File: src/rtl/iob_cache_axi_mem_responder_pkg.sv
// Shared AXI response codes, FSM state encodings and arbiter port indices
// for the AXI-to-native-memory responder.
package iob_cache_axi_mem_responder_pkg;

    localparam logic [1:0] RESP_OKAY   = 2'b00;
    localparam logic [1:0] RESP_SLVERR = 2'b10;

    typedef enum logic [1:0] {
        W_IDLE,
        W_DATA,
        W_RESP
    } w_state_t;

    typedef enum logic [1:0] {
        R_IDLE,
        R_REQ,
        R_WAIT,
        R_DATA
    } r_state_t;

    // Requester slots on the memory-port arbiter.
    localparam int unsigned GNT_W = 0;
    localparam int unsigned GNT_R = 1;

endpackage

File: src/rtl/iob_cache_axi_mem_responder_arb2.sv
// Two-requester round-robin arbiter; the last-grant bit only moves when
// both sides request in the same cycle.
module iob_cache_mem_arb2
    import iob_cache_axi_mem_responder_pkg::*;
(
    input  logic       clk_i,
    input  logic       rst_i,
    input  logic [1:0] req_i,
    output logic [1:0] gnt_o
);

    // 1: requester GNT_R won the last contended cycle.
    logic last_q;
    logic last_d;

    always_comb begin
        gnt_o  = '0;
        last_d = last_q;
        case (req_i)
            2'b01: gnt_o[GNT_W] = 1'b1;
            2'b10: gnt_o[GNT_R] = 1'b1;
            2'b11: begin
                if (last_q) begin
                    gnt_o[GNT_W] = 1'b1;
                    last_d       = 1'b0;
                end else begin
                    gnt_o[GNT_R] = 1'b1;
                    last_d       = 1'b1;
                end
            end
            default: ;
        endcase
    end

    always_ff @(posedge clk_i) begin
        if (rst_i) begin
            last_q <= 1'b1;
        end else begin
            last_q <= last_d;
        end
    end

endmodule

File: src/rtl/iob_cache_axi_mem_responder.sv
// AXI4 responder terminating one read and one write INCR burst at a time
// onto a single-port synchronous memory shared through a round-robin arbiter.
module iob_cache_axi_mem_responder
    import iob_cache_axi_mem_responder_pkg::*;
#(
    parameter int AXI_ID_W   = 1,
    parameter int AXI_ADDR_W = 24,
    parameter int AXI_DATA_W = 32,
    parameter int AXI_LEN_W  = 8,
    parameter int NBYTES_W   = $clog2(AXI_DATA_W / 8),
    parameter int MEM_ADDR_W = AXI_ADDR_W - NBYTES_W
) (
    input  logic                    clk_i,
    input  logic                    rst_i,

    input  logic [AXI_ID_W-1:0]     axi_awid_i,
    input  logic [AXI_ADDR_W-1:0]   axi_awaddr_i,
    input  logic [AXI_LEN_W-1:0]    axi_awlen_i,
    input  logic [2:0]              axi_awsize_i,
    input  logic [1:0]              axi_awburst_i,
    input  logic [1:0]              axi_awlock_i,
    input  logic [3:0]              axi_awcache_i,
    input  logic [2:0]              axi_awprot_i,
    input  logic [3:0]              axi_awqos_i,
    input  logic                    axi_awvalid_i,
    output logic                    axi_awready_o,

    input  logic [AXI_DATA_W-1:0]   axi_wdata_i,
    input  logic [AXI_DATA_W/8-1:0] axi_wstrb_i,
    input  logic                    axi_wlast_i,
    input  logic                    axi_wvalid_i,
    output logic                    axi_wready_o,

    output logic [AXI_ID_W-1:0]     axi_bid_o,
    output logic [1:0]              axi_bresp_o,
    output logic                    axi_bvalid_o,
    input  logic                    axi_bready_i,

    input  logic [AXI_ID_W-1:0]     axi_arid_i,
    input  logic [AXI_ADDR_W-1:0]   axi_araddr_i,
    input  logic [AXI_LEN_W-1:0]    axi_arlen_i,
    input  logic [2:0]              axi_arsize_i,
    input  logic [1:0]              axi_arburst_i,
    input  logic [1:0]              axi_arlock_i,
    input  logic [3:0]              axi_arcache_i,
    input  logic [2:0]              axi_arprot_i,
    input  logic [3:0]              axi_arqos_i,
    input  logic                    axi_arvalid_i,
    output logic                    axi_arready_o,

    output logic [AXI_ID_W-1:0]     axi_rid_o,
    output logic [AXI_DATA_W-1:0]   axi_rdata_o,
    output logic [1:0]              axi_rresp_o,
    output logic                    axi_rlast_o,
    output logic                    axi_rvalid_o,
    input  logic                    axi_rready_i,

    output logic                    mem_en_o,
    output logic [AXI_DATA_W/8-1:0] mem_we_o,
    output logic [MEM_ADDR_W-1:0]   mem_addr_o,
    output logic [AXI_DATA_W-1:0]   mem_wdata_o,
    input  logic [AXI_DATA_W-1:0]   mem_rdata_i
);

    w_state_t              w_state_q, w_state_d;
    logic [AXI_ID_W-1:0]   w_id_q,    w_id_d;
    logic [MEM_ADDR_W-1:0] w_addr_q,  w_addr_d;
    logic [AXI_LEN_W-1:0]  w_len_q,   w_len_d;
    logic [AXI_LEN_W-1:0]  w_cnt_q,   w_cnt_d;
    logic                  w_err_q,   w_err_d;

    r_state_t              r_state_q, r_state_d;
    logic [AXI_ID_W-1:0]   r_id_q,    r_id_d;
    logic [MEM_ADDR_W-1:0] r_addr_q,  r_addr_d;
    logic [AXI_LEN_W-1:0]  r_len_q,   r_len_d;
    logic [AXI_LEN_W-1:0]  r_cnt_q,   r_cnt_d;
    logic [AXI_DATA_W-1:0] r_data_q,  r_data_d;

    logic [1:0] req;
    logic [1:0] gnt;
    logic       w_last;
    logic       r_last;

    logic unused_inputs;
    assign unused_inputs = ^{axi_awsize_i, axi_awburst_i, axi_awlock_i, axi_awcache_i,
                             axi_awprot_i, axi_awqos_i, axi_awaddr_i[NBYTES_W-1:0],
                             axi_arsize_i, axi_arburst_i, axi_arlock_i, axi_arcache_i,
                             axi_arprot_i, axi_arqos_i, axi_araddr_i[NBYTES_W-1:0]};

    assign w_last = (w_cnt_q == w_len_q);
    assign r_last = (r_cnt_q == r_len_q);

    always_comb begin
        req        = '0;
        req[GNT_W] = (w_state_q == W_DATA) && axi_wvalid_i;
        req[GNT_R] = (r_state_q == R_REQ);
    end

    iob_cache_mem_arb2 u_arb (
        .clk_i (clk_i),
        .rst_i (rst_i),
        .req_i (req),
        .gnt_o (gnt)
    );

    always_comb begin
        w_state_d = w_state_q;
        w_id_d    = w_id_q;
        w_addr_d  = w_addr_q;
        w_len_d   = w_len_q;
        w_cnt_d   = w_cnt_q;
        w_err_d   = w_err_q;
        case (w_state_q)
            W_IDLE: begin
                if (axi_awvalid_i) begin
                    w_id_d    = axi_awid_i;
                    w_addr_d  = axi_awaddr_i[AXI_ADDR_W-1:NBYTES_W];
                    w_len_d   = axi_awlen_i;
                    w_cnt_d   = '0;
                    w_err_d   = 1'b0;
                    w_state_d = W_DATA;
                end
            end
            W_DATA: begin
                // A grant implies wvalid, so it doubles as the w handshake.
                if (gnt[GNT_W]) begin
                    w_addr_d = w_addr_q + MEM_ADDR_W'(1);
                    w_cnt_d  = w_cnt_q + AXI_LEN_W'(1);
                    if (axi_wlast_i != w_last) begin
                        w_err_d = 1'b1;
                    end
                    if (w_last) begin
                        w_state_d = W_RESP;
                    end
                end
            end
            W_RESP: begin
                if (axi_bready_i) begin
                    w_state_d = W_IDLE;
                end
            end
            default: w_state_d = W_IDLE;
        endcase
    end

    always_comb begin
        r_state_d = r_state_q;
        r_id_d    = r_id_q;
        r_addr_d  = r_addr_q;
        r_len_d   = r_len_q;
        r_cnt_d   = r_cnt_q;
        r_data_d  = r_data_q;
        case (r_state_q)
            R_IDLE: begin
                if (axi_arvalid_i) begin
                    r_id_d    = axi_arid_i;
                    r_addr_d  = axi_araddr_i[AXI_ADDR_W-1:NBYTES_W];
                    r_len_d   = axi_arlen_i;
                    r_cnt_d   = '0;
                    r_state_d = R_REQ;
                end
            end
            R_REQ: begin
                if (gnt[GNT_R]) begin
                    r_state_d = R_WAIT;
                end
            end
            R_WAIT: begin
                r_data_d  = mem_rdata_i;
                r_state_d = R_DATA;
            end
            R_DATA: begin
                if (axi_rready_i) begin
                    if (r_last) begin
                        r_state_d = R_IDLE;
                    end else begin
                        r_addr_d  = r_addr_q + MEM_ADDR_W'(1);
                        r_cnt_d   = r_cnt_q + AXI_LEN_W'(1);
                        r_state_d = R_REQ;
                    end
                end
            end
            default: r_state_d = R_IDLE;
        endcase
    end

    // Outputs are forced low for the whole reset window, not only after the first edge.
    always_comb begin
        axi_awready_o = 1'b0;
        axi_wready_o  = 1'b0;
        axi_bid_o     = '0;
        axi_bresp_o   = RESP_OKAY;
        axi_bvalid_o  = 1'b0;
        axi_arready_o = 1'b0;
        axi_rid_o     = '0;
        axi_rdata_o   = '0;
        axi_rresp_o   = RESP_OKAY;
        axi_rlast_o   = 1'b0;
        axi_rvalid_o  = 1'b0;
        mem_en_o      = 1'b0;
        mem_we_o      = '0;
        mem_addr_o    = '0;
        mem_wdata_o   = '0;
        if (!rst_i) begin
            axi_awready_o = (w_state_q == W_IDLE);
            axi_wready_o  = gnt[GNT_W];
            axi_bvalid_o  = (w_state_q == W_RESP);
            axi_bid_o     = w_id_q;
            axi_bresp_o   = w_err_q ? RESP_SLVERR : RESP_OKAY;
            axi_arready_o = (r_state_q == R_IDLE);
            axi_rvalid_o  = (r_state_q == R_DATA);
            axi_rid_o     = r_id_q;
            axi_rdata_o   = r_data_q;
            axi_rlast_o   = (r_state_q == R_DATA) && r_last;
            if (gnt[GNT_W]) begin
                mem_en_o    = 1'b1;
                mem_we_o    = axi_wstrb_i;
                mem_addr_o  = w_addr_q;
                mem_wdata_o = axi_wdata_i;
            end else if (gnt[GNT_R]) begin
                mem_en_o    = 1'b1;
                mem_addr_o  = r_addr_q;
            end
        end
    end

    always_ff @(posedge clk_i) begin
        if (rst_i) begin
            w_state_q <= W_IDLE;
            w_id_q    <= '0;
            w_addr_q  <= '0;
            w_len_q   <= '0;
            w_cnt_q   <= '0;
            w_err_q   <= 1'b0;
            r_state_q <= R_IDLE;
            r_id_q    <= '0;
            r_addr_q  <= '0;
            r_len_q   <= '0;
            r_cnt_q   <= '0;
            r_data_q  <= '0;
        end else begin
            w_state_q <= w_state_d;
            w_id_q    <= w_id_d;
            w_addr_q  <= w_addr_d;
            w_len_q   <= w_len_d;
            w_cnt_q   <= w_cnt_d;
            w_err_q   <= w_err_d;
            r_state_q <= r_state_d;
            r_id_q    <= r_id_d;
            r_addr_q  <= r_addr_d;
            r_len_q   <= r_len_d;
            r_cnt_q   <= r_cnt_d;
            r_data_q  <= r_data_d;
        end
    end

endmodule

File: config.mk
export PLATFORM = sky130hd
export DESIGN_NAME = iob_cache_axi_mem_responder
export DESIGN_NICKNAME = d
export VERILOG_FILES = /design/src/rtl/iob_cache_axi_mem_responder_pkg.sv /design/src/rtl/iob_cache_axi_mem_responder_arb2.sv /design/src/rtl/iob_cache_axi_mem_responder.sv
export SDC_FILE = /design/constraint.sdc
export NUM_CORES = 1
export LEC_CHECK = 0
export CAP_MARGIN = 10
export CORE_MARGIN = 1.5
export CORE_UTILIZATION = 50
export DETAILED_ROUTE_END_ITERATION = 8
export DONT_BUFFER_PORTS = 1
export PLACE_DENSITY = 0.63
export SYNTH_ARGS = -nofsm -noshare
export SYNTH_HDL_FRONTEND = slang
export SYNTH_HIERARCHICAL = 1
export SYNTH_SLANG_ARGS = --single-unit
export TNS_END_PERCENT = 10
File: constraint.sdc
create_clock -name clk_i -period 4.8 [get_ports clk_i]
set_clock_uncertainty 0.2 [all_clocks]
set_input_delay 1.44 -clock clk_i [delete_from_list [all_inputs] [get_ports clk_i]]
set_output_delay 1.44 -clock clk_i [all_outputs]
set_load 0.1 [all_outputs]
# ---- Word level (Yosys, flattened, before mapping)
# Cells that the tools add are included.
dict set report word_totals {
  regBits 116
  in_bits 178
  out_inout_bits 103
}
dict set report op_classes {
  n_addsub 4
  n_eq_ne 20
  n_mux 53
  n_reduce_logical 13
}
# op count
set ops {}
lappend ops {{$mux 22} 8}
lappend ops {{$mux 32} 3}
lappend ops {{$pmux 22 s2} 2}
lappend ops {{$add 22x1->22 const B} 2}
lappend ops {{$mux 8} 5}
lappend ops {{$pmux 8 s2} 2}
lappend ops {{$mux 2} 9}
lappend ops {{$mux 1} 17}
lappend ops {{$add 8x1->8 const B} 2}
lappend ops {{$eq 8x8->1} 2}
lappend ops {{$ne 2x2->1 const B} 8}
lappend ops {{$reduce_and 4->1} 3}
lappend ops {{$eq 2x2->1 const B} 5}
lappend ops {{$mux 4} 2}
lappend ops {{$pmux 2 s4} 1}
lappend ops {{$eq 2x1->1 const B} 3}
lappend ops {{$pmux 1 s2} 3}
lappend ops {{$pmux 2 s3} 1}
lappend ops {{$reduce_and 3->1} 2}
lappend ops {{$logic_not 2->1} 2}
lappend ops {{$reduce_and 2->1} 2}
lappend ops {{$reduce_bool 2->1} 2}
lappend ops {{$logic_and 1x1->1} 2}
lappend ops {{$ne 2x1->1 const B} 1}
lappend ops {{$ne 1x1->1} 1}

# ---- Depth between registers and ports, before layout
# Gate-level depths: netlist of run 1.
dict set report depth {
  word_depth 7
  depth_mapped 13
  mapped_depth_nobuf 8
}

# ---- Hierarchy
# The synthesis of run 1 kept the hierarchy.
# mod instances cells_each area_each_um2
set modules_own_cells {}
lappend modules_own_cells {iob_cache_axi_mem_responder 1 848 6713.9}
lappend modules_own_cells {iob_cache_mem_arb2 1 7 61.3}

# ---- Least setup slack after synthesis of run 1
# Ideal clock, no wire load.
dict set report synth_timing {
  kind {input to output}
  from {in axi_wvalid_i}
  to {out mem_wdata_o[25]}
  arrival_ns 4.202
  path_slack_ns -1.042
  cell_stages 7
  path_buffers 3
  cell_sequence {and2_1 -> a21boi_0 -> clkbuf_1 -> nor2b_1 -> clkbuf_1 -> clkbuf_1 -> and2_1}
}
dict set report synth_via {
  elab_chain_len 5
}
# item line_no
set synth_rtl {}
lappend synth_rtl {{start: declaration} iob_cache_axi_mem_responder.sv:31} ;# input logic axi_wvalid_i,
lappend synth_rtl {{$logic_and 1x1->1 (*)} iob_cache_axi_mem_responder.sv:95} ;# req[GNT_W] = (w_state_q == W_DATA) && axi_wvalid_i;
lappend synth_rtl {{$eq 2x2->1 or $eq 2x1->1 (tied branches)} iob_cache_axi_mem_responder_arb2.sv:19} ;# case (req_i)
lappend synth_rtl {{$pmux 1 s2 (*)} iob_cache_axi_mem_responder_arb2.sv:19}
lappend synth_rtl {{net gnt[0]} iob_cache_axi_mem_responder.sv:80} ;# logic [1:0] gnt;
lappend synth_rtl {{$mux 32 (*)} iob_cache_axi_mem_responder.sv:215} ;# if (gnt[GNT_W]) begin
lappend synth_rtl {{$mux 32 (*)} iob_cache_axi_mem_responder.sv:204} ;# if (!rst_i) begin
lappend synth_rtl {{end: declaration} iob_cache_axi_mem_responder.sv:61} ;# output logic [AXI_DATA_W-1:0] mem_wdata_o,
# Mark *: on every way through the listed nets, which the timed path passes. The rest lies on a longest branch.

# ---- Worst setup path after layout of run 1
dict set report layout_timing {
  from {in axi_wvalid_i}
  to {out mem_addr_o[5]}
}
# item line_no
set layout_rtl {}
lappend layout_rtl {{$logic_and 1x1->1 (*)} iob_cache_axi_mem_responder.sv:95}
lappend layout_rtl {{$eq 2x2->1 or $eq 2x1->1 (tied branches)} iob_cache_axi_mem_responder_arb2.sv:19}
lappend layout_rtl {{$pmux 1 s2 (*)} iob_cache_axi_mem_responder_arb2.sv:19}
lappend layout_rtl {{net gnt[0]} iob_cache_axi_mem_responder.sv:80}
lappend layout_rtl {{$mux 22 (*)} iob_cache_axi_mem_responder.sv:215}
lappend layout_rtl {{$mux 22 (*)} iob_cache_axi_mem_responder.sv:204}
lappend layout_rtl {{end: declaration} iob_cache_axi_mem_responder.sv:60} ;# output logic [MEM_ADDR_W-1:0] mem_addr_o,
# Marked as above.

==> flow_metrics.py, run 1 <==
metrics = {
    "run_status": {
        "outcome": "completed",
    },
    "sta": {
        "period_needed_ns": 4.46,
        "max_freq_mhz": 224,
        "rsz0062_at_grt": "false",
        "hold_viol_final": 0,
        "setup_viol": 0,
        "fin_crit_sh_pct": 92.9,
        "slew_headroom_pct": 28.5,
        "drv_slew": 0,
        "whs_ns": 0.259,
        "tightest_slew_ns": 1.07,
    },
    "synth": {
        "synth-edff-count": 0,
        "ys.flop_type": "dfxtp_1",
        "ys_seq_area_share_pct": 34.3,
        "synth_area_leaders": "dfxtp_1 (34%), mux2i_1 (5.8%), nand2_1 (5.3%)",
        "ys_types": 75,
        "yosysWarnings": 6,
        "synth.cell_area_um2": 6780,
        "synth.largest_area_cell": "dfxtp_1",
        "synthArstFlopShare_pct": 0,
        "synth_top_area_share_pct": 34.3,
        "avgSynthCellArea_um2": 7.92,
        "synthCells": 855,
        "ys_seq_elements": 116,
    },
    "placed_design": {
        "gp_congestion": 0.867,
        "place_inst": 1073,
        "hpwl_mm": 14.4,
        "io_buffers": 0,
    },
    "route": {
        "drc": 0,
        "wl_per_cell_um": 18.0,
        "vias": 6592,
        "via_per_inst": 5.97,
        "dr.pass1.iters": 5,
        "antenna_left": 0,
        "wl_mm": 19.9,
        "dr.first_iter.drc_count": 602,
    },
    "finish": {
        "nets": 1102,
        "stdcell_count": 1105,
        "drive_gt1_share_pct": 22.4,
        "fill_cells": 1049,
        "multiInputGateArea_um2": 4240,
        "area_growth_syn_to_layout_pct": 33.1,
        "regArea_um2": 2320,
        "post-route-util_pct": 68.1,
        "num_antenna_cells": 0,
    },
    "power": {
        "p_switching_uw": 1790,
        "cellPowerDensity_nw_per_um2": 494,
        "peakVddDrop_mv": 0.390,
        "cellLeakagePower_uw": 0.00339,
        "p_seq_share_pct": 29.9,
        "internal-power_uw": 2670,
        "pwr-share-clk_pct": 32.5,
        "combPwrFrac_pct": 37.6,
        "p_sw_share_pct": 40.1,
    },
    "clock_tree": {
        "htree_levels": 4,
        "cts_tree": "done",
        "cts-root-buf": "clkbuf_16",
        "cts_inserted_buffers": 17,
        "cts_hold_buf": 0,
        "clk_latency_ns": 0.42,
        "cts_buffer_depth": 2,
        "clk_pin_slew_ns": 0.05,
        "cts_sinks": 116,
        "ctsResizeCount": 0,
        "post_cts_buffers": 0,
    },
    "critical_path": {
        "end_kind": "output pin",
        "critPathTopFamily": "compound AO/OA/AOI/OAI gates",
        "start_kind": "primary input",
        "cp.depth": 6,
        "slowest_delay_ns": 0.28,
        "cp.arrival_ns": 2.82,
        "path_cells": "and2_1 > a21boi_1 > nor2b_4 > buf_12 > a22o_1 > buf_12",
        "r2r_slack_ns": 1.48,
        "cp_common_cell": "buf_12",
        "cp_data_required_time_ns": 3.16,
        "crit_type": "in2out",
        "worstRegToRegCells": 11,
        "cp_max_fo": 53,
        "crit_buf_inv": 2,
        "crit_slowest_cell": "a22o_1",
    },
    "min_path": {
        "hold_depth": 2,
        "holdCritPathClass": "reg2reg",
    },
    "global_routing": {
        "track_usage_pct": 27.5,
        "grt_pass1_vias": 6354,
        "grt_overflow_total": 0,
        "grt_pass1_wl_mm": 31.5,
        "grt_max_degree": 148,
        "antenna_found_initial": 0,
    },
    "die": {
        "num_rows": 42,
        "initial_core_util_pct": 51.2,
        "core_um2": 13200,
        "die_w_um": 119,
        "fp.dieH_um": 119,
        "die-area_um2": 14300,
        "num_io_pins": 281,
    },
    "flow_run": {
        "cap_violations": 0,
    },
}
[path summary, 6_finish.rpt]
| kind | to | from |
|---|---|---|
| hold reg to reg | r_id_q | r_id_q |
| setup / recovery | mem_addr_o[5] | axi_wvalid_i |
| hold / removal | r_id_q | r_id_q |
| setup reg to reg | w_cnt_q[6] | w_state_q[0] |
[cell families (layout without fill, tap and decap cells)]
family,after synthesis,in the layout,synth area share (%)
mux,39,39,5.76
xor+xnor,24,24,3.10
simple gates,386,386,29.1
buf+inv,85,157,5.47
fa+ha+maj,8,8,1.48
other cells,1,3,0.0553
compound gates,196,196,20.7
flops,116,116,34.3
[layout make-up]
cell class                 instances  share of cell area, %
inverter                          17                  0.707
timing repair buffer             108                   16.6
sequential                       116                   25.7
clock inverter                    13                   2.54
clock buffer                      19                   4.91
tap                              176                   2.44
multi-input combinational        656                   47.0
[layout by cell type (no fill, tap or decap), types with 6 or more instances in the layout]
master     instances
nor2b_2           35
o211ai_1           6
nand2_1           96
buf_4             53
o21ai_0           20
and2_1            35
xor2_1            14
a21oi_1           61
bufinv_16          6
nand3_1           25
a311oi_1           8
inv_1             17
a31oi_1            6
and3_1            18
ha_1               7
nor3_1            13
o22ai_1            8
mux2i_1           39
or4_1              8
nor4_1             8
nor2_2             8
clkbuf_16         17
xnor2_1           10
nand2b_1           7
nor2_1            84
nand4_1           13
buf_12            55
a22o_1            18
dfxtp_1          116
a211oi_1           7
[synth_stat cells (all sizes together), types with 22 or more instances]
master and instances:
clkbuf 36, dfxtp 116, and2 40, buf 32, nor2b 39, nand2 96, nand3 25, a21oi 62
nor2 93, mux2i 39, o21ai 22
[stage by stage]
stage	setup TNS, ns	power [uW]	instance area [um^2]	setup WS [ns]
detailed placement	0	3010	8350	0.315
finish	0	4460	9020	0.340
global placement	0	2960	8350	0.345
CTS	0	4460	9020	0.310
floorplan	-15.29	2600	6810	-0.529
global route	0	4640	9020	0.177
[routing by layer]
metal  GRT usage, %  up-vias  routed length [um]
li1               -     3170                   -
met1           32.9     3078                7960
met2           47.3      307                9800
met3           6.90       37                1650
met4           10.7        0                 459
met5              0        -                   0
[sequential cells by signal (all words and copies together) (netlist names)]
| signal | count |
|---|---|
| w_cnt_q | 8 |
| w_id_q | 1 |
| u_arb/last_q | 1 |
| r_cnt_q | 8 |
| r_state_q | 2 |
| w_addr_q | 22 |
| r_len_q | 8 |
| w_state_q | 2 |
| r_data_q | 32 |
| w_err_q | 1 |
| r_id_q | 1 |
| r_addr_q | 22 |
| w_len_q | 8 |
[power groups by stage]
stage                     Clock (uW)  Sequential, uW  Combinational, uW
after CTS                       1460            1330               1670
after floorplan                    0            1270               1330
after global placement             0            1330               1630
after detailed placement           0            1350               1660
after global routing            1500            1350               1780
final                           1450            1330               1680
[tightest hold or removal path, stage by stage (launching register included)]
cell and delay, ns:
dfxtp_1 0.30, nand2_1 0.05, a21oi_1 0.05
Power figures use the tool's default switching activity.
==> inputs of run 2 (changes only) <==
--- a/config.mk
+++ b/config.mk
@@ -7,10 +7,12 @@
 export LEC_CHECK = 0
 export CAP_MARGIN = 10
 export CORE_MARGIN = 1.5
-export CORE_UTILIZATION = 50
+export CORE_UTILIZATION = 58
+export CTS_CLUSTER_SIZE = 28
 export DETAILED_ROUTE_END_ITERATION = 8
 export DONT_BUFFER_PORTS = 1
-export PLACE_DENSITY = 0.63
+export HOLD_SLACK_MARGIN = 0.05
+export PLACE_DENSITY = 0.72
 export SYNTH_ARGS = -nofsm -noshare
 export SYNTH_HDL_FRONTEND = slang
 export SYNTH_HIERARCHICAL = 1
==> run 2 against run 1 <==
Global-route usage increased by 5.5 points. Critical path depth unchanged. Clock power down 9.7%. Combinational power about the same. Worst setup slack worse by 0.056 ns. Die area down 13%. Via count rose by 3.3%. Largest cell class unchanged.
==> flow_metrics.py, run 2 (synthesis gave the netlist of run 1 again) <==
metrics = {
    "critical_path": {
        "reg2reg_from": "w_state_q[0]",
        "critPathTopFamily": "compound AO/OA/AOI/OAI gates",
        "crit_buf_inv": 2,
        "end_kind": "output pin",
        "start_kind": "primary input",
        "cp_max_fo": 17,
        "crit_slowest_cell": "a21boi_1",
        "cp_data_required_time_ns": 3.16,
        "slowest_delay_ns": 0.35,
        "setup.worst_path.start": "axi_wvalid_i",
        "crit_type": "in2out",
        "cp.arrival_ns": 2.88,
        "path_cells": "and2_1 > a21boi_1 > nor2b_4 > buf_4 > a22o_1 > buf_12",
    },
    "die": {
        "num_io_pins": 281,
        "die-area_um2": 12300,
        "die_w_um": 111,
        "num_rows": 39,
        "core_um2": 11400,
        "initial_core_util_pct": 59.3,
        "fp.dieH_um": 111,
    },
    "global_routing": {
        "grt_max_degree": 148,
        "antenna_found_initial": 0,
        "track_usage_pct": 33.0,
        "grt_pass1_wl_mm": 33.4,
        "grt_overflow_total": 0,
        "grt_pass1_vias": 6517,
    },
    "clock_tree": {
        "clk_pin_slew_ns": 0.05,
        "htree_levels": 4,
        "clk_latency_ns": 0.41,
        "cts_hold_buf": 0,
        "post_cts_buffers": 0,
        "ctsResizeCount": 0,
        "cts_tree": "done",
        "cts_sinks": 116,
        "cts_inserted_buffers": 17,
        "cts-root-buf": "clkbuf_16",
        "cts_buffer_depth": 2,
    },
    "sta": {
        "rsz0062_at_grt": "false",
        "slew_headroom_pct": 28.0,
        "period_needed_ns": 4.52,
        "tightest_slew_ns": 1.08,
        "setup_viol": 0,
        "hold_viol_final": 0,
        "drv_slew": 0,
        "fin_crit_sh_pct": 94.1,
        "setup_ws_ns": 0.284,
        "setup_tns_ns": 0,
        "max_freq_mhz": 221,
        "whs_ns": 0.255,
    },
    "run_status": {
        "outcome": "completed",
    },
    "route": {
        "antenna_left": 0,
        "wl_per_cell_um": 19.6,
        "vias": 6812,
        "drc": 0,
        "dr.pass1.iters": 8,
        "dr.first_iter.drc_count": 767,
        "via_per_inst": 6.35,
        "wl_mm": 21.0,
    },
    "placed_design": {
        "gp_congestion": 0.934,
        "place_area_um2": 8310,
        "hpwl_mm": 14.9,
        "io_buffers": 0,
        "dp_slack_ns": 0.321,
    },
    "power": {
        "combPwrFrac_pct": 39.1,
        "cellPowerDensity_nw_per_um2": 489,
        "internal-power_uw": 2530,
        "p_seq_share_pct": 30.8,
        "cellLeakagePower_uw": 0.00337,
        "pwr-share-clk_pct": 30.1,
        "p_sw_share_pct": 42.1,
        "peakVddDrop_mv": 0.542,
        "p_switching_uw": 1840,
    },
    "finish": {
        "post-route-util_pct": 78.2,
        "area_growth_syn_to_layout_pct": 31.7,
        "largest_register_ffs": 32,
        "num_antenna_cells": 0,
        "stdcell_area_um2": 8930,
        "drive_gt1_share_pct": 22.5,
        "layout_common_cells": "dfxtp_1 (116), nand2_1 (96), nor2_1 (84), a21oi_1 (61), buf_12 (55)",
        "reg_top3": "r_data_q: 32 flops, r_addr_q: 22 flops, w_addr_q: 22 flops",
        "largest-register": "r_data_q",
        "fill_cells": 766,
        "layout_commonest_cell": "dfxtp_1",
        "nets": 1103,
    },
    "flow_run": {
        "cap_violations": 0,
    },
    "min_path": {
        "holdCritPathClass": "reg2reg",
        "min_from": "w_id_q",
    },
}
-- run 2: cell count changes in the layout (fill, tap and decap cells not counted), sizes merged --
cell	before	now
clkinv	2	7
inv	18	17
clkbuf	19	20
clkinvlp	4	2
buf	108	109
bufinv	6	3
-- run 2: layout make-up --
type	count	area, um^2	share of cell area (%)
sequential	116	2320	26.0
multi-input combinational	656	4240	47.5
inverter	17	63.8	0.715
clock inverter	12	155	1.74
clock buffer	20	457	5.12
timing repair buffer	109	1510	16.9
tap	143	179	2.00
-- run 2: metal layers --
| layer | global-route usage [%] | vias to the layer above | share of wire [%] |
|---|---|---|---|
| li1 | - | 3171 | - |
| met1 | 39.6 | 3164 | 38 |
| met2 | 57.0 | 411 | 50 |
| met3 | 7.33 | 66 | 8.8 |
| met4 | 13.7 | 0 | 3.2 |
| met5 | 0 | - | 0 |
-- run 2: final timing paths --
kind,endpoint,slack (ns),cells after the start
hold / removal,w_id_q,0.26,2
setup / recovery,mem_addr_o[5],0.28,6
hold reg to reg,w_id_q,0.26,2
setup reg to reg,w_addr_q[8],1.25,10
-- run 2: power groups by stage --
stage	registers, uW	logic [uW]	clock network [uW]
finish	1340	1710	1310
global route	1360	1810	1370
global placement	1330	1630	0
floorplan	1270	1330	0
CTS	1330	1690	1320
detailed placement	1350	1670	0
-- run 2: metrics by stage --
stage          instances  total power (uW)
6_report            1073              4370
5_1_grt             1073              4540
4_1_cts             1073              4340
3_5_place_dp        1041              3020
3_3_place_gp        1041              2960
2_1_floorplan        857              2600
-- run 2: tightest hold or removal path, stage by stage, from the launching register on --
cell and delay (ns):
dfxtp_1 0.30, nand2_1 0.05, a21oi_1 0.06
==> inputs of run 3 (changes only) <==
--- a/config.mk
+++ b/config.mk
@@ -11,8 +11,10 @@
 export CTS_CLUSTER_SIZE = 28
 export DETAILED_ROUTE_END_ITERATION = 8
 export DONT_BUFFER_PORTS = 1
+export GPL_ROUTABILITY_DRIVEN = 0
 export HOLD_SLACK_MARGIN = 0.05
 export PLACE_DENSITY = 0.72
+export RECOVER_POWER = 25
 export SYNTH_ARGS = -nofsm -noshare
 export SYNTH_HDL_FRONTEND = slang
 export SYNTH_HIERARCHICAL = 1
==> run 3 against run 2 <==
The run now ends with max-capacitance violations, max-slew violations left. Sequential cell count stayed put. Clock-buffer cell count is 4 higher. Sequential share of layout area hardly changed. Cell count stayed put. First-iteration DRC count is 9.1% higher. Critical path depth stayed put. Register-to-register slack better by 0.32 ns. Critical path type unchanged.
==> flow_metrics.py, run 3 (synthesis gave the netlist of run 1 again) <==
metrics = {
    "die": {
        "die-area_um2": 12300,
        "die_w_um": 111,
        "core_um2": 11400,
        "num_rows": 39,
        "fp.dieH_um": 111,
        "num_io_pins": 281,
        "initial_core_util_pct": 59.3,
    },
    "critical_path": {
        "crit_type": "in2out",
        "cp_data_required_time_ns": 3.16,
        "cp_max_fo": 27,
        "end_kind": "output pin",
        "start_kind": "primary input",
        "cp.arrival_ns": 2.94,
    },
    "finish": {
        "largest-register": "r_data_q",
        "layout_commonest_cell": "dfxtp_1",
        "nets": 1103,
        "reg_top3": "r_data_q: 32 flops, r_addr_q: 22 flops, w_addr_q: 22 flops",
        "layout_common_cells": "dfxtp_1 (116), nand2_1 (96), nor2_1 (84), a21oi_1 (61), buf_4 (55)",
        "num_antenna_cells": 0,
        "largest_register_ffs": 32,
        "stdcell_area_um2": 8910,
        "stdcell_count": 1073,
        "drive_gt1_share_pct": 22.2,
        "area_growth_syn_to_layout_pct": 31.5,
        "post-route-util_pct": 78.0,
    },
    "clock_tree": {
        "clk_latency_ns": 0.43,
        "post_cts_buffers": 0,
        "cts_tree": "done",
        "cts_hold_buf": 0,
        "cts_sinks": 116,
        "htree_levels": 4,
        "clk_pin_slew_ns": 0.05,
        "cts_inserted_buffers": 17,
        "ctsResizeCount": 0,
        "cts_buffer_depth": 2,
        "cts-root-buf": "clkbuf_16",
    },
    "sta": {
        "rsz0062_at_grt": "false",
        "setup_viol": 0,
        "slew_headroom_pct": -22.6,
        "drv_slew": 33,
        "max_freq_mhz": 219,
        "fin_crit_sh_pct": 95.3,
        "period_needed_ns": 4.58,
        "tightest_slew_ns": 1.84,
        "hold_viol_final": 0,
        "setup_ws_ns": 0.224,
    },
    "route": {
        "drc": 0,
        "met2RoutedLength_mm": 10.1,
        "antenna_left": 0,
        "via_per_inst": 6.36,
        "dr_wl_met3_mm": 1.93,
        "wl_per_cell_um": 19.3,
        "top_layer_used": "met4",
        "wirelength_met1_mm": 7.79,
        "wl_mm": 20.7,
        "dr.first_iter.drc_count": 837,
        "dr.pass1.iters": 7,
        "vias": 6823,
    },
    "min_path": {
        "holdCritPathClass": "reg2reg",
    },
    "flow_run": {
        "cap_violations": 1,
    },
    "placed_design": {
        "hpwl_mm": 14.6,
        "place_inst": 1041,
        "io_buffers": 0,
        "place_area_um2": 8300,
        "dp_slack_ns": 0.294,
    },
    "run_status": {
        "outcome": "complete, but fails checks",
        "violations": "max-capacitance violations, max-slew violations",
    },
    "global_routing": {
        "grt_pass1_vias": 6604,
        "grt_pass1_wl_mm": 33.0,
        "grt_max_degree": 148,
        "antenna_found_initial": 0,
        "track_usage_pct": 32.9,
        "grt_overflow_total": 0,
    },
    "power": {
        "total_power_uw": 4360,
        "cellPowerDensity_nw_per_um2": 490,
        "peakVddDrop_mv": 0.446,
        "cellLeakagePower_uw": 0.00338,
    },
}
==> run 3: per-stage QoR <==
stage / hold slack, ns / TNS, ns
after floorplan: 0.232 / -15.29
after global placement: 0.232 / 0
after detailed placement: 0.241 / 0
after CTS: 0.248 / 0
after global routing: 0.267 / 0
final: 0.255 / 0
==> run 3: layout make-up <==
| class | instances | area (um^2) |
|---|---|---|
| clock buffers | 24 | 502 |
| inverters | 17 | 63.8 |
| fillers | 787 | 2510 |
| repair buffers | 109 | 1490 |
| clock inverters | 8 | 121 |
| flip-flops and latches | 116 | 2320 |
| multi-input cells | 656 | 4230 |
| well taps | 143 | 179 |
==> run 3: final timing paths <==
check | start | end | slack [ns] | cells after the start
hold reg to reg | r_id_q | r_id_q | 0.25 | 2
setup reg to reg | w_state_q[0] | w_addr_q[16] | 1.57 | 9
setup / recovery | axi_wvalid_i | mem_addr_o[7] | 0.22 | 6
hold / removal | r_id_q | r_id_q | 0.25 | 2
==> run 3: where the power goes <==
part | leakage [uW] | switching (uW) | internal [uW]
sequential | 0.000948 | 211 | 1140
combinational | 0.00213 | 1140 | 555
clock | 0.000306 | 441 | 882
==> run 3: routing by layer <==
layer	global-route usage [%]	vias up
met2	55.4	427
met5	0	-
met1	39.3	3159
li1	-	3160
met3	8.91	77
met4	14.5	0
==> run 3: worst max-delay path, cell delays in order <==
cell and delay, ns:
and2_0 0.19, a21boi_1 0.37, nor2b_4 0.22, buf_4 0.26
a22o_1 0.26, buf_12 0.19
